--- config.mk ---
export PLATFORM = sky130hd
export DESIGN_NAME = rr_pkt_arbiter
export DESIGN_NICKNAME = d
export VERILOG_FILES = /design/src/rtl/rr_pkt_arbiter.sv
export SDC_FILE = /design/constraint.sdc
export NUM_CORES = 1
export LEC_CHECK = 0
export CAP_MARGIN = 0
export CORE_MARGIN = 10
export CORE_UTILIZATION = 34
export DETAILED_ROUTE_END_ITERATION = 16
export DONT_BUFFER_PORTS = 1
export GPL_ROUTABILITY_DRIVEN = 0
export PLACE_DENSITY = 0.45
export SLEW_MARGIN = 25
export SYNTH_ARGS = -nofsm -noshare
export SYNTH_HDL_FRONTEND = slang
export SYNTH_SLANG_ARGS = --single-unit
--- constraint.sdc ---
create_clock -name iClk -period 4.7 [get_ports iClk]
set_clock_uncertainty 0.2 [all_clocks]
set_input_delay 0.94 -clock iClk [delete_from_list [all_inputs] [get_ports iClk]]
set_output_delay 0.94 -clock iClk [all_outputs]
set_load 0.05 [all_outputs]
--- src/rtl/rr_pkt_arbiter.sv ---
// Round-robin grant arbiter with a registered, locked one-hot grant and a rotating priority pointer.
// Optional watchdog forced release is built when ARB_TIMEOUT_EN is defined.
module rr_pkt_arbiter #(
    parameter int ARB_NUM     = 8,
    parameter int TIMEOUT_CYC = 1024
) (
    input  logic                       iClk,
    input  logic                       iRst_n,
    input  logic [ARB_NUM-1:0]         iReq,
    input  logic                       iDone,
    output logic [ARB_NUM-1:0]         oGnt,
    output logic [$clog2(ARB_NUM)-1:0] oGntIdx,
    output logic                       oBusy,
    output logic                       oTimeout
);
    localparam int IDX_W = $clog2(ARB_NUM);

    if (ARB_NUM < 2 || ARB_NUM > 32 || TIMEOUT_CYC < 2) begin : g_bad_param
        $error("rr_pkt_arbiter: ARB_NUM must be 2..32 and TIMEOUT_CYC at least 2");
    end

    typedef enum logic {IDLE, BUSY} state_t;

    state_t             state, state_nx;
    logic [IDX_W-1:0]   ptr, ptr_nx, ptr_rel, sel_ptr, win_idx, idx_nx;
    logic [IDX_W:0]     cand;
    logic [ARB_NUM-1:0] gnt_nx;
    logic               win_vld, force_rel, release_now, load;

    // Pointer the owner hands over to on release; owner ARB_NUM-1 wraps to 0.
    assign ptr_rel = (oGntIdx == IDX_W'(ARB_NUM - 1)) ? '0 : oGntIdx + 1'b1;
    assign sel_ptr = (state == BUSY) ? ptr_rel : ptr;

    // Rotating priority scan starting at sel_ptr.
    always_comb begin
        win_vld = 1'b0;
        win_idx = '0;
        cand    = '0;
        for (int i = 0; i < ARB_NUM; i++) begin
            cand = {1'b0, sel_ptr} + (IDX_W+1)'(i);
            if (cand >= (IDX_W+1)'(ARB_NUM))
                cand = cand - (IDX_W+1)'(ARB_NUM);
            if (!win_vld && iReq[cand[IDX_W-1:0]]) begin
                win_vld = 1'b1;
                win_idx = cand[IDX_W-1:0];
            end
        end
    end

`ifdef ARB_TIMEOUT_EN
    localparam int CNT_W = $clog2(TIMEOUT_CYC) + 1;
    logic [CNT_W-1:0] cnt, cnt_nx;
    logic             tout_q;

    assign force_rel = (state == BUSY) && !iDone && (cnt == CNT_W'(TIMEOUT_CYC - 1));
    assign cnt_nx    = (state_nx == BUSY && !load) ? cnt + 1'b1 : '0;
    assign oTimeout  = tout_q;

    always_ff @(posedge iClk) begin
        if (!iRst_n) begin
            cnt    <= '0;
            tout_q <= 1'b0;
        end else begin
            cnt    <= cnt_nx;
            tout_q <= force_rel;
        end
    end
`else
    assign force_rel = 1'b0;
    assign oTimeout  = 1'b0;
`endif

    assign release_now = (state == BUSY) && (iDone || force_rel);
    assign oBusy       = (state == BUSY);

    always_comb begin
        state_nx = state;
        gnt_nx   = oGnt;
        idx_nx   = oGntIdx;
        ptr_nx   = ptr;
        load     = 1'b0;
        case (state)
            IDLE: begin
                if (win_vld) begin
                    state_nx = BUSY;
                    load     = 1'b1;
                end
            end
            BUSY: begin
                if (release_now) begin
                    ptr_nx = ptr_rel;
                    if (win_vld) begin
                        load = 1'b1;
                    end else begin
                        state_nx = IDLE;
                        gnt_nx   = '0;
                        idx_nx   = '0;
                    end
                end
            end
            default: state_nx = IDLE;
        endcase
        if (load) begin
            gnt_nx = ARB_NUM'(1) << win_idx;
            idx_nx = win_idx;
        end
    end

    always_ff @(posedge iClk) begin
        if (!iRst_n) begin
            state   <= IDLE;
            oGnt    <= '0;
            oGntIdx <= '0;
            ptr     <= '0;
        end else begin
            state   <= state_nx;
            oGnt    <= gnt_nx;
            oGntIdx <= idx_nx;
            ptr     <= ptr_nx;
        end
    end
endmodule

---- Word level (Yosys, flattened, before mapping) ----
Index checks and enable logic that the tools add are counted.
word-level totals
  output and inout bits ................... 13
  flip-flop bits (word level) ............. 15
  logic and storage cells ................. 114
  input bits .............................. 11
cells by class
  add/sub/neg operators ................... 16
  shift-type cells ........................ 1
  magnitude comparators ................... 16
  reduce and logical (&&, ||, !) cells .... 19
  mux-type cells .......................... 55
  bitwise operators ....................... 1
  equal/unequal tests ..................... 2
operators by type and width
  cell                   count
  $mux W3                22
  $lt A3 B4 Y1 const B   8
  $mux W8                4
  $ge A4 B4 Y1 const B   7
  $bmux W1 S3            8
  $sub A3 B1 Y3 const B  8
  $mux W1                19
  $add A3 B3 Y4 const B  4
  $add A3 B2 Y4 const B  2
  $logic_and A1 B1 Y1    8
  $shl A1 B3 Y8 const A  1
  $logic_not A1 Y1       7
  $add A3 B1 Y4 const B  1
  $ge A3 B4 Y1 const B   1
  $pmux W1 S2            2
  $reduce_bool A2 Y1     2
  $add A3 B1 Y3 const B  1
  $eq A3 B3 Y1 const B   1
  $reduce_and A3 Y1      1
  $ne A2 B1 Y1 const B   1
  $reduce_and A2 Y1      1
  $not A1 Y1             1

---- Longest topological paths before layout ----
  depth after elaboration ................. 34
  gate-level depth with buffers ........... 14
  gate-level depth less buffers ........... 13

---- Worst setup path after synthesis ----
OpenSTA, ideal clock, no wires.
  path kind ............................... reg2reg
  start ................................... register oGntIdx[0]
  end ..................................... register oGnt[1]
  stages on the path, launching flop included .. 13
  arrival time ............................ 3.680 ns
  required time ........................... 4.383 ns
  setup time .............................. 0.117 ns
  path slack .............................. 0.703 ns
  buffers on the path ..................... 1
  clock period less this slack ............ 3.997 ns
  path through ............................ dfxtp_1 -> ha_1 -> mux2i_1 -> inv_1 -> clkbuf_1 -> ha_1 -> xnor2_2 -> mux4_2 -> mux2_1 -> a2bb2oi_1 -> a21oi_1 -> nor2_1 -> a32o_1
between the ends
  longest elaborated chain between the ends .. 34
  elaborated cells between the ends (all ways) .. 90
  classes of those cells .................. 16 x add/sub; 8 x order compare; 2 x eq/ne; 1 x shift; 46 x mux; 17 x reduce/logical
ends and longest elaborated chain
  element                                                                 line  source
  from (decl)                                                             12    output logic [$clog2(ARB_NUM)-1:0] oGntIdx,
  from (signal assigned)                                                  118   oGntIdx <= idx_nx;
  $add A3 B1 Y3 or $eq A3 B3 Y1 (tied branches)                           31    assign ptr_rel = (oGntIdx == IDX_W'(ARB_NUM - 1)) ? '0 : oGntIdx + 1'b1;
  $mux W3 (*)                                                             31
  via ptr_rel[1]                                                          25    logic [IDX_W-1:0] ptr, ptr_nx, ptr_rel, sel_ptr, win_idx, idx_nx;
  $mux W3 (*)                                                             32    assign sel_ptr = (state == BUSY) ? ptr_rel : ptr;
  parallel branches: the longest is 31 deep, another holds $add A3 B1 Y4  n/a
  to (signal assigned)                                                    117   oGnt <= gnt_nx;
  to (decl)                                                               11    output logic [ARB_NUM-1:0] oGnt,
Mark *: on every way through the listed nets, which the timed path passes. The select of a mux whose other input is x is not followed.
A chain may end at the register's enable or synchronous reset.

---- Final worst setup path ----
  start ................................... register oGntIdx[0]
  end ..................................... register oGnt[0]
between the ends
  longest elaborated chain between the ends .. 34
  elaborated cells between the ends (all ways) .. 90
  classes of those cells .................. 16 x add/sub; 8 x order compare; 2 x eq/ne; 1 x shift; 46 x mux; 17 x reduce/logical
ends and longest elaborated chain
  element                                                                 line
  $add A3 B1 Y3 or $eq A3 B3 Y1 (tied branches)                           31
  $mux W3 (*)                                                             31
  $mux W3 (*)                                                             32
  parallel branches: the longest is 31 deep, another holds $add A3 B1 Y4  n/a
Every way passes the cells marked *. The select of a mux whose other input is x is not followed.

==> results.md <==
- Yosys warning count: 0
- Gr ovfl total: 0
- Outcome: finished clean
- Port Buffers: 0
- Remaining antenna violation count: 0
- Longest Clk Path Bufs: 2
- Later-pin clock latency in the skew report: 0.24 ns
- Syn Area/Cell: 8.24 um^2
- Post-Syn Area: 1750 um^2
- Upper clock frequency limit: 251 MHz
- Quantity of gates resized following cts: 0
- Crit path required time: 4.66 ns
- Mapped Nets: 227
- Vias: 1729
- 1st-iter DRT viols: 149
- Synth top area share: 17.2%
- Max Transition Viols Final: 0
- Maximum vdd drop: 250 uV
- Nets: 232
- Seq/Total Area, Yosys: 17.2%
- # DRC: 0
- Crit path DAT: 3.95 ns
- Min Clock Period, post-route: 3.99 ns
- Synth Register Bits: 15
- Commonest non-fill, non-tap cell in the layout: nand2_1
- Yosys cell types: 62
- Clock slew at reported path FFs: 0.06 ns
- Hold path start: ptr[1]
- Layout cells sized above 1: 15.3%
- Slew HR: 62.8%
- CTS Sinks: 15
- Startpoint types: flop
- Fin area: 1900 um^2
- Ant. Diodes: 0
- TritonRoute pass-1 iters: 5
- Largest net degree at the start of global routing: 15
- Ports: 24
- Row cnt: 26
- Critical R2R Launch: oGntIdx[0]
- Setup bufs post-CTS: 0
- First-pass GRT wire length: 8.29 mm
- Most frequent cells in the layout: nand2_1, mux2i_1, nand3_1, dfxtp_1, nor2_1
- Worst setup EP type: flop
- Initial antenna violation count: 0
- Number of fill cells: 520
- Crit share post-route: 84.8%
- CP startpoint: oGntIdx[0]
- Max_cap viols: 0
- Syn Inst Count: 212
- Core area: 5040 um^2
- Die Area: 8410 um^2
- Die X: 91.7 um
- Num CTS Buffers: 3
- Starting Density: 34.7%
- Placed Area: 1850 um^2
- H-tree levels: 1
- Most used DFF post-synth: dfxtp_1
- Routed len/inst: 17.7 um
- CTS tree: yes
- Layout area overhead: 8.52%
- Hold Fails Final Rpt: 0
- Via/cell ratio: 6.05
- Vias in the first global route: 1587
- DIE HEIGHT: 91.7 um
- Crit path max fanout: 8
- Worst Tran Pin Value: 0.555 ns
- Number of synthesized flops with an enable pin: 0
- Unrepaired setup endpoints after global routing: false
- Crit Path Class: flop to flop
- Pwr Density: 773 nW/um^2
- Tightest Hold Check Type: flop to flop
- DRT Wirelength: 5.06 mm
- Top cells by area, synth: dfxtp_1, mux2i_1, mux4_2
- Total power draw: 1.47 mW
- Synth async-reset ratio: 0%
- CTS hold repair buffers: 0
- Total GRT Usage: 11.5%
- HPWL Detailed: 4.09 mm
- CTS root buffer: clkbuf_8
- Setup TNS after final layout: 0 ns
- Leak: 0.736 nW
- Final setup viols: 0
- Area leader, netlist: dfxtp_1
registers in the layout, indices dropped and copies added, names as in the netlist:
| name | flops |
|---|---|
| oBusy | 1 |
| ptr | 3 |
| oGnt | 8 |
| oGntIdx | 3 |
report_power, final:
| part | internal (mW) | switching [mW] |
|---|---|---|
| Sequential | 0.164 | 0.0920 |
| Clock | 0.0586 | 0.0441 |
| Combinational | 0.444 | 0.664 |
| Total | 0.666 | 0.800 |
through the flow:
stage	utilization, %	std cells	setup slack [ns]	hold WS, ns
after global routing	37.6	286	0.492	0.315
after CTS	37.6	286	0.763	0.278
final	37.6	286	0.714	0.273
after detailed placement	36.7	282	0.783	0.268
after floorplan	-	212	0.703	0.243
after global placement	36.7	282	0.717	0.263
worst max-delay path, cell delays in order, from the launching register on:
cell	delay, ns
dfxtp_1	0.32
ha_1	0.20
ha_1	0.23
nor3b_4	0.40
nor2_4	0.15
ha_1	0.25
xnor2_1	0.48
nand2_1	0.13
o2111ai_2	0.36
nand4_2	0.26
o31ai_2	0.40
and2_1	0.34
nand2_1	0.09
o31ai_1	0.08
synth_stat cells, types with 4 or more instances:
master and instances:
nand2_1 23, and2_1 6, o21ai_0 9, a21boi_0 5
mux2i_1 22, ha_1 4, o31ai_1 4, dfxtp_1 15
mux4_2 4, nor2_1 10, o21ai_1 5, a32o_1 4
nor3_1 6, a21oi_1 6, nand3_1 16
kinds of logic after synthesis:
group,synth area share (%)
fa+ha+maj,2.86
compound gates,25.8
simple gates,26.3
buf+inv,4.08
mux,21.6
flops,17.2
xor+xnor,1.93
other cells,0.215
cell type report:
type / instances / area (um^2) / area share (%)
Clock buffer: 3 / 41.3 / 2.18
Clock inverter: 1 / 5.00 / 0.264
Inverter: 5 / 18.8 / 0.989
Multi-Input combinational cell: 183 / 1380 / 72.6
Sequential cell: 15 / 300 / 15.8
Tap cell: 70 / 87.6 / 4.62
Timing Repair Buffer: 9 / 67.6 / 3.56
per-layer routing:
layer,vias to the layer above,global-route usage [%],routed length (um)
met3,2,2.12,343
met2,72,20.2,2520
met5,-,0,0
li1,823,-,-
met4,0,1.54,8
met1,832,14.7,2190
final timing paths:
path	endpoint	slack, ns	depth (start not counted)
worst max-delay path	oGnt[0]	0.71	13
worst min-delay path	ptr[1]	0.27	2
worst max register to register	oGnt[0]	0.71	13
worst min register to register	ptr[1]	0.27	2
No activity file was read; power rests on OpenSTA's default activity.
